File: src/rtl/fp_adder_arbiter.sv
// Round-robin sequencer sharing one external FP adder among N_REQ requesters.
// Operands are registered onto the adder, the result is captured after ADD_LAT cycles and returned with a handshake.
module fp_adder_arbiter #(
  parameter int N_REQ   = 4,
  parameter int ADD_LAT = 0,
  parameter int CNT_W   = 16
) (
  input  logic                 clk,
  input  logic                 rst,
  input  logic [N_REQ-1:0]     req_valid,
  output logic [N_REQ-1:0]     req_ready,
  input  logic [32*N_REQ-1:0]  req_a,
  input  logic [32*N_REQ-1:0]  req_b,
  input  logic [3*N_REQ-1:0]   req_rmode,
  output logic [N_REQ-1:0]     rsp_valid,
  input  logic [N_REQ-1:0]     rsp_ready,
  output logic [31:0]          rsp_result,
  output logic                 rsp_overflow,
  output logic                 rsp_underflow,
  output logic [31:0]          add_a,
  output logic [31:0]          add_b,
  output logic [2:0]           add_rmode,
  input  logic [31:0]          add_result,
  input  logic                 add_overflow,
  input  logic                 add_underflow,
  output logic                 busy,
  output logic [CNT_W-1:0]     ops_done
);

  localparam int          IDW = (N_REQ > 1) ? $clog2(N_REQ) : 1;
  localparam int unsigned NR  = N_REQ;

  typedef enum logic [1:0] {IDLE, WAIT, RESP} state_t;

  state_t           state_q, state_d;
  logic [IDW-1:0]   last_grant_q, last_grant_d;
  logic [IDW-1:0]   gnt_id_q, gnt_id_d;
  logic [2:0]       lat_cnt_q, lat_cnt_d;
  logic [31:0]      add_a_q, add_a_d;
  logic [31:0]      add_b_q, add_b_d;
  logic [2:0]       add_rmode_q, add_rmode_d;
  logic [31:0]      rsp_result_q, rsp_result_d;
  logic             rsp_ovf_q, rsp_ovf_d;
  logic             rsp_unf_q, rsp_unf_d;
  logic [CNT_W-1:0] ops_done_q, ops_done_d;

  logic [IDW-1:0]   pick;
  logic             pick_vld;
  logic [31:0]      sel_a;
  logic [31:0]      sel_b;
  logic [2:0]       sel_rmode;

  // First valid requester scanning upward from the one after last_grant.
  always_comb begin
    int unsigned idx;
    pick     = '0;
    pick_vld = 1'b0;
    idx      = 0;
    for (int unsigned k = 1; k <= NR; k++) begin
      idx = (32'(last_grant_q) + k) % NR;
      if (!pick_vld && req_valid[IDW'(idx)]) begin
        pick     = IDW'(idx);
        pick_vld = 1'b1;
      end
    end
  end

  always_comb begin
    sel_a     = '0;
    sel_b     = '0;
    sel_rmode = '0;
    for (int unsigned i = 0; i < NR; i++) begin
      if (pick == IDW'(i)) begin
        sel_a     = req_a[32*i +: 32];
        sel_b     = req_b[32*i +: 32];
        sel_rmode = req_rmode[3*i +: 3];
      end
    end
  end

  always_ff @(posedge clk) begin
    if (rst) begin
      state_q      <= IDLE;
      last_grant_q <= IDW'(N_REQ - 1);
      gnt_id_q     <= '0;
      lat_cnt_q    <= '0;
      add_a_q      <= '0;
      add_b_q      <= '0;
      add_rmode_q  <= '0;
      rsp_result_q <= '0;
      rsp_ovf_q    <= 1'b0;
      rsp_unf_q    <= 1'b0;
      ops_done_q   <= '0;
    end else begin
      state_q      <= state_d;
      last_grant_q <= last_grant_d;
      gnt_id_q     <= gnt_id_d;
      lat_cnt_q    <= lat_cnt_d;
      add_a_q      <= add_a_d;
      add_b_q      <= add_b_d;
      add_rmode_q  <= add_rmode_d;
      rsp_result_q <= rsp_result_d;
      rsp_ovf_q    <= rsp_ovf_d;
      rsp_unf_q    <= rsp_unf_d;
      ops_done_q   <= ops_done_d;
    end
  end

  always_comb begin
    state_d      = state_q;
    last_grant_d = last_grant_q;
    gnt_id_d     = gnt_id_q;
    lat_cnt_d    = lat_cnt_q;
    add_a_d      = add_a_q;
    add_b_d      = add_b_q;
    add_rmode_d  = add_rmode_q;
    rsp_result_d = rsp_result_q;
    rsp_ovf_d    = rsp_ovf_q;
    rsp_unf_d    = rsp_unf_q;
    ops_done_d   = ops_done_q;
    case (state_q)
      IDLE: begin
        if (pick_vld) begin
          add_a_d     = sel_a;
          add_b_d     = sel_b;
          add_rmode_d = sel_rmode;
          gnt_id_d    = pick;
          lat_cnt_d   = 3'(ADD_LAT);
          state_d     = WAIT;
        end
      end
      WAIT: begin
        if (lat_cnt_q == '0) begin
          rsp_result_d = add_result;
          rsp_ovf_d    = add_overflow;
          rsp_unf_d    = add_underflow;
          state_d      = RESP;
        end else begin
          lat_cnt_d = lat_cnt_q - 3'd1;
        end
      end
      RESP: begin
        if (rsp_ready[gnt_id_q]) begin
          last_grant_d = gnt_id_q;
          ops_done_d   = ops_done_q + CNT_W'(1);
          state_d      = IDLE;
        end
      end
      default: state_d = IDLE;
    endcase
  end

  always_comb begin
    req_ready = '0;
    rsp_valid = '0;
    if (state_q == IDLE && pick_vld && !rst) req_ready[pick] = 1'b1;
    if (state_q == RESP) rsp_valid[gnt_id_q] = 1'b1;
    busy = (state_q != IDLE);
  end

  assign add_a         = add_a_q;
  assign add_b         = add_b_q;
  assign add_rmode     = add_rmode_q;
  assign rsp_result    = rsp_result_q;
  assign rsp_overflow  = rsp_ovf_q;
  assign rsp_underflow = rsp_unf_q;
  assign ops_done      = ops_done_q;

endmodule

File: config.mk
export PLATFORM = sky130hd
export DESIGN_NAME = fp_adder_arbiter
export DESIGN_NICKNAME = d
export VERILOG_FILES = /design/src/rtl/fp_adder_arbiter.sv
export SDC_FILE = /design/constraint.sdc
export NUM_CORES = 1
export LEC_CHECK = 0
export ABC_AREA = 1
export CORE_AREA = 5 5 169 171
export CTS_CLUSTER_DIAMETER = 100
export DETAILED_ROUTE_END_ITERATION = 16
export DIE_AREA = 0 0 174 176
export PLACE_DENSITY_LB_ADDON = 0.25
export SLEW_MARGIN = 25
export SYNTH_ARGS = -nofsm -noshare
export SYNTH_HDL_FRONTEND = slang
export SYNTH_SLANG_ARGS = --single-unit
File: constraint.sdc
create_clock -name clk -period 5.2 [get_ports clk]
set_clock_uncertainty 0.2 [all_clocks]
set_input_delay 0.52 -clock clk [delete_from_list [all_inputs] [get_ports clk]]
set_output_delay 0.52 -clock clk [all_outputs]
set_load 0.02 [all_outputs]
==> impl_metrics.csv <==
group,metric,value,unit
drt,firstDrtPassIters,5,
sta,slew_headroom,36.36,%
clock_tree,cts.sinks,126,
placed_design,place.gp.congestion,0.8792,
setup_path,crit_type,"flop to output port",
clock_tree,cts_setup_buffers,0,
setup_path,cp.arrival,3.03,ns
drt,drt_iter0_markers,351,
clock_tree,ctsHoldBuffers,0,
sta,slew_viol_final,0,
sta,period_share,72.06,%
drt,ant_nets,0,
placed_design,numPortBuffers,437,
power,p_leak,5.216,nW
placed_design,pre_cts_slack,1.452,ns
yosys,synthCells,1095,
drt,viasPerCell,4.618,
floorplan,die_w,174,um
yosys,avgSynthCellArea,6.405,um2
floorplan,io_pins,438,
global_routing,grt_pass1_vias,8324,
clock_tree,clockBufferDepth,2,
global_routing,grt_max_degree,66,
yosys,synthesis.nets,1410,
setup_path,cp_num_buf_inv,3,
drt,vias,8580,
global_routing,grt_pass1_wl,48690,um
global_routing,antenna_found_initial,5,
floorplan,initial_core_util,26.24,%
sta,rsz0062_at_grt,"false",
drt,drcViolationCount,0,
clock_tree,cts_tree,"built",
clock_tree,cts_resized,0,
layout,drive_gt1_share,5.291,%
power,pwr_density_cell,542.8,nW/um2
sta,final.setup.tns,0,ns
clock_tree,h-tree-depth,4,
clock_tree,cts_buffers,17,
clock_tree,insertion_delay,0.41,ns
setup_path,crit_family,"simple AND/OR/NAND/NOR gates",
setup_path,critPathMaxStageDelay,0.69,ns
sta,finalSetupViolations,0,
power,irDropWorstVdd,301.2,uV
yosys,syn_area,7013,um2
sta,worst_slack,1.453,ns
setup_path,crit_slowest_cell,"clkdlybuf4s50_1",
floorplan,rows,60,
yosys,ys_seq_elements,126,
drt,wirelength,32690,um
layout,area_growth,73.51,%
sta,tightestPinTransition,0.9488,ns
sta,fmax,266.9,MHz
yosys,yosys_warnings,0,
yosys,synth_seq_area_share,35.97,%
floorplan,dieArea,30620,um2
setup_path,critPathCaptureType,"output port",
yosys,synth_cell_type_count,39,
clock_tree,cts_root_buffer,"clkbuf_16",
run,cap_violations,0,
clock_tree,clk_pin_slew,0.06,ns
worst_hold_path,min_path_type,"flop to flop",
sta,min_period,3.747,ns
layout,nNetsFinal,1814,
setup_path,path_cells,"inv_6 -> nand2_2 -> nand2_1 -> nand2_1 -> o21ai_0 -> nand3_2 -> nand2_2 -> nor2_4 -> inv_2 -> nor3_1 -> clkdlybuf4s50_1",
setup_path,cp_data_required_time,4.48,ns
floorplan,die_h,176,um
layout,final_util,45.53,%
global_routing,track_usage,20.37,%
setup_path,start_kind,"flop",
placed_design,dpl.hpwl,24820,um
floorplan,core_area,26730,um2
sta,hold_viol_final,0,
drt,wl_per_cell,17.60,um
setup_path,worstPathMaxFanout,8,
outcome,status,"finished clean",
global_routing,gr-total-overflow,0,
## metrics by stage
step	total power [W]	cells	hold slack, ns	cell area [um2]
floorplan	0.003980	1095	0.2585	7013
global placement	0.005399	1821	0.2446	11550
detailed placement	0.005410	1821	0.2451	11550
CTS	0.006692	1853	0.2627	12160
global route	0.007164	1857	0.3022	12170
finish	0.006605	1858	0.2607	12170
## synth_stat cells, drive strengths merged
master  count  area, um2
nand4      16      100.1
clkinv      1      3.750
clkbuf     21      80.07
nor3b       1      7.510
o21ai     115      579.3
nor4        3      18.77
nand2     321       1282
a22oi      44      330.3
xor2        1      8.760
or2         4      25.02
o21a        2      15.01
a21oi      26      130.1
xnor2       3      26.28
o22ai       2      12.51
inv        86      332.8
ha          3      37.54
nor2      214      878.3
dfxtp     126       2522
buf        41      269.0
o211ai      2      15.01
nand3      54      292.8
nor3        9      45.04
## layout make-up
cell class / instances / area (um2)
fillers: 2761 / 14560
repair buffers: 447 / 4449
multi-input cells: 820 / 3815
flip-flops and latches: 126 / 2522
clock buffers: 20 / 446.7
well taps: 341 / 426.7
inverters: 87 / 336.6
clock inverters: 12 / 158.9
diodes: 5 / 12.51
## power breakdown
group | total (W) | internal, W | switching, W
logic | 0.00385 | 0.00147 | 0.00239
clock network | 0.00126 | 0.000773 | 0.000486
registers | 0.00149 | 0.00131 | 0.000182
total | 0.00660 | 0.00355 | 0.00305
## registers in the layout, summed over array words and instances (netlist names)
| register | flops |
|---|---|
| add_a | 32 |
| add_b | 32 |
| rsp_result | 32 |
| ops_done | 16 |
| add_rmode | 3 |
| lat_cnt_q | 3 |
| gnt_id_q | 2 |
| last_grant_q | 2 |
| state_q | 2 |
| rsp_overflow | 1 |
| rsp_underflow | 1 |
## cells by family (layout without fill, tap and decap cells)
| logic type | Yosys count | count (layout) | synth area share (%) |
|---|---|---|---|
| AOI/OAI and AO/OA | 191 | 191 | 15.43 |
| xor gates and xnor gates | 4 | 4 | 0.4996 |
| adders and majority gates | 3 | 3 | 0.5353 |
| buffers and inverters | 149 | 566 | 9.777 |
| DFF | 126 | 126 | 35.97 |
| other | 0 | 5 | 0 |
| and+or+nand+nor | 622 | 622 | 37.79 |
## cell usage in the layout (no fill, tap or decap), types with 9 or more instances in the layout
cell             instances
nor2_1                 205
nor3_1                   9
nand4_1                 16
a22oi_1                 44
nand2_1                305
buf_4                   10
clkbuf_16               17
inv_1                   79
nand2_2                 12
a21oi_1                 26
dfxtp_1                126
clkdlybuf4s50_1        437
nand3_1                 51
o21ai_0                108
## metal layers
layer	up-vias	GRT usage [%]	routed length, um
li1	4332	-	-
met2	335	35.60	16200
met3	42	6.660	2520
met4	2	7.159	959
met5	-	0	7
met1	3869	23.44	13010
## path summary, 6_finish.rpt
| check | slack (ns) | from | cells past startpoint | endpoint |
|---|---|---|---|---|
| setup / recovery | 1.45 | last_grant_q[0]$_SDFFE_PP1P_ | 11 | req_ready[1] |
| hold / removal | 0.26 | add_b[20]$_SDFFE_PP0N_ | 2 | add_b[20]$_SDFFE_PP0N_ |
| setup reg to reg | 1.93 | last_grant_q[0]$_SDFFE_PP1P_ | 17 | add_b[7]$_SDFFE_PP0N_ |
| hold reg to reg | 0.26 | add_b[20]$_SDFFE_PP0N_ | 2 | add_b[20]$_SDFFE_PP0N_ |
## tightest hold or removal path, cell delays in order (launching register included)
cell and delay [ns]:
dfxtp_1 0.31, nand2_1 0.06, nand2_1 0.05
No activity file was read; power rests on OpenSTA's default activity.
==> RTL change, RTL diff (same flow settings) <==
Register the output `rsp_underflow` once more, with the module's reset; this adds one clock of latency there. The other outputs are not delayed to match.
--- a/src/rtl/fp_adder_arbiter.sv
+++ b/src/rtl/fp_adder_arbiter.sv
@@ -163,7 +163,13 @@
   assign add_rmode     = add_rmode_q;
   assign rsp_result    = rsp_result_q;
   assign rsp_overflow  = rsp_ovf_q;
-  assign rsp_underflow = rsp_unf_q;
+  always_ff @(posedge clk) begin
+    if (rst) begin
+      rsp_underflow <= '0;
+    end else begin
+      rsp_underflow <= rsp_unf_q;
+    end
+  end
   assign ops_done      = ops_done_q;
 
 endmodule
Formal check against the unedited RTL: not equivalent (Yosys sat finds a counterexample within 4 cycles, from zero or initial values and one cycle with rst high).
==> RTL change against the unedited design <==
- cell area about the same
- area after synthesis up 0.52%
- routed wire length up 1.3%
- sequential cell count up 1
- worst setup slack worse by 0.60 ns
- first-iteration DRC count up 24%
- total power down 1.0%
- global-route usage up 0.065 points
- final cell count up 2.7%
- largest cell class unchanged
==> RTL change: results (changes against the unedited design) <==
* First-pass GRT wire length at 49300 µm (+1.2%)
* Final Slew Violations at 0 (unchanged)
* Fmax at 0.230 GHz (-14%)
* Status: finished clean
* Wirelength per Cell at 17.3 µm (-1.4%)
* CP endpoint: req_ready[3]
* R2R setup slack at 1.64 ns (-0.29 ns)
* Setup TNS at 0 ns (unchanged)
* NumNets Final at 1864 (+2.8%)
* Initial antenna violation count at 8 (+3)
* Hold-critical path depth at 2 (unchanged)
* Largest net degree at the start of global routing at 73 (+11%)
* Dpl hpwl at 24800 µm (about the same)
* Commonest cells post-synth: nand2_1 (371), nor2_1 (206), dfxtp_1 (127), nand3_1 (125), o21ai_0 (92)
* Reg2reg path depth at 15 (-2)
* CTS buffer count at 17 (unchanged)
* Post-CTS setup buffers at 0 (unchanged)
* # hold bufs at CTS at 0 (unchanged)
* Vias in the first global route at 8459 (+1.6%)
* Tot GR Track Use at 20.4% (+0.065 points)
* Critical path arrival at 3.62 ns (+0.59 ns)
* Drt first pass iters at 6 (+1)
* Pre-CTS setup slack at 0.941 ns (-0.511 ns)
* End of the worst register-to-register path: add_rmode[2]
* DR vias at 8786 (+2.4%)
* Synth unique cells at 37 (-5.1%)
* Filler Cells Inserted at 2796 (+1.3%)
* Post-synthesis sequential area ratio at 36.1% (+0.099 points)
* Starting DRC count in detailed routing at 435 (+24%)
* Worst-case clock buffer depth at 2 (unchanged)
* Peak supply drop at 267 µV (-11%)
* Share of cells above drive strength 1 at 4.67% (-0.62 points)
* CP max stage delay at 0.64 ns (-0.05 ns)
* Routability cong. at 0.919 (+4.6%)
* Primary FF master, synth: dfxtp_1
* Top area cells in the synthesized netlist: dfxtp_1 (36%), nand2_1 (20%), nor2_1 (11%)
* Relative slew margins at 32.7% (-3.6 points)
* Maximum fanout along the worst path at 26 (+18)
* Clk_lat worst skew at 0.42 ns
* LEAKAGE at 0.00520 µW (-0.26%)
* Clock transition at path regs at 0.07 ns
* Net Sw Frac at 47.3% (+1.1 points)
* Synth Net Count at 1462 (+3.7%)
[RTL change: per-stage QoR]
step / utilization (%) / std cells / cell area, µm²
floorplan: - / 1147 / 7050
global placement: 43.3 / 1871 / 11600
detailed placement: 43.3 / 1871 / 11600
CTS: 45.5 / 1903 / 12200
global route: 45.6 / 1909 / 12200
finish: 45.6 / 1909 / 12200
[RTL change: final cells by class]
cell class	count	area share (%)
antenna	6	0.123
sequential	127	20.9
inverter	71	2.19
clock buffer	17	3.49
multi-input combinational	886	31.9
timing repair buffer	446	36.5
tap	341	3.50
clock inverter	15	1.38
[RTL change: worst register-to-register path, cell delays in order (launching register included)]
cell     delay [ns]
dfxtp_1        0.57
inv_2          0.17
nand2_1        0.11
nand2_1        0.07
nand2_1        0.08
nand2_1        0.06
nor2_2         0.14
nand3_2        0.13
nand3_4        0.31
buf_4          0.71
nor2_4         0.03
buf_4          0.34
nand2_1        0.16
nand3_1        0.09
nor2_1         0.19
nor2_1         0.06
[RTL change: logic make-up after synthesis]
family | Yosys count | synth area share, %
DFF | 127 | 36.1
xor gates and xnor gates | 2 | 0.249
AOI/OAI and AO/OA | 120 | 8.86
adders and majority gates | 3 | 0.533
buffers and inverters | 134 | 8.75
and+or+nand+nor | 761 | 45.5
[RTL change: worst min-delay path by stage]
stage	slack [ns]	start	endpoint
finish	0.24	rsp_unf_q	rsp_underflow
global route	0.27	rsp_unf_q	rsp_underflow
CTS	0.24	rsp_unf_q	rsp_underflow
detailed placement	0.22	rsp_unf_q	rsp_underflow
global placement	0.22	rsp_unf_q	rsp_underflow
floorplan	0.21	rsp_unf_q	rsp_underflow
[RTL change: power groups by stage]
stage / sequential, µW / combinational [µW] / clock (µW)
CTS: 1500 / 3840 / 1270
floorplan: 1870 / 2030 / 0
detailed placement: 1520 / 3830 / 0
global route: 1540 / 4210 / 1310
global placement: 1510 / 3800 / 0
finish: 1500 / 3790 / 1240
[RTL change: per-layer routing]
layer	GRT usage [%]	up-vias	wire length, µm
met4	6.37	4	701
met1	23.8	3949	13200
li1	-	4453	-
met3	7.11	37	2910
met5	0	-	21
met2	35.5	343	16300
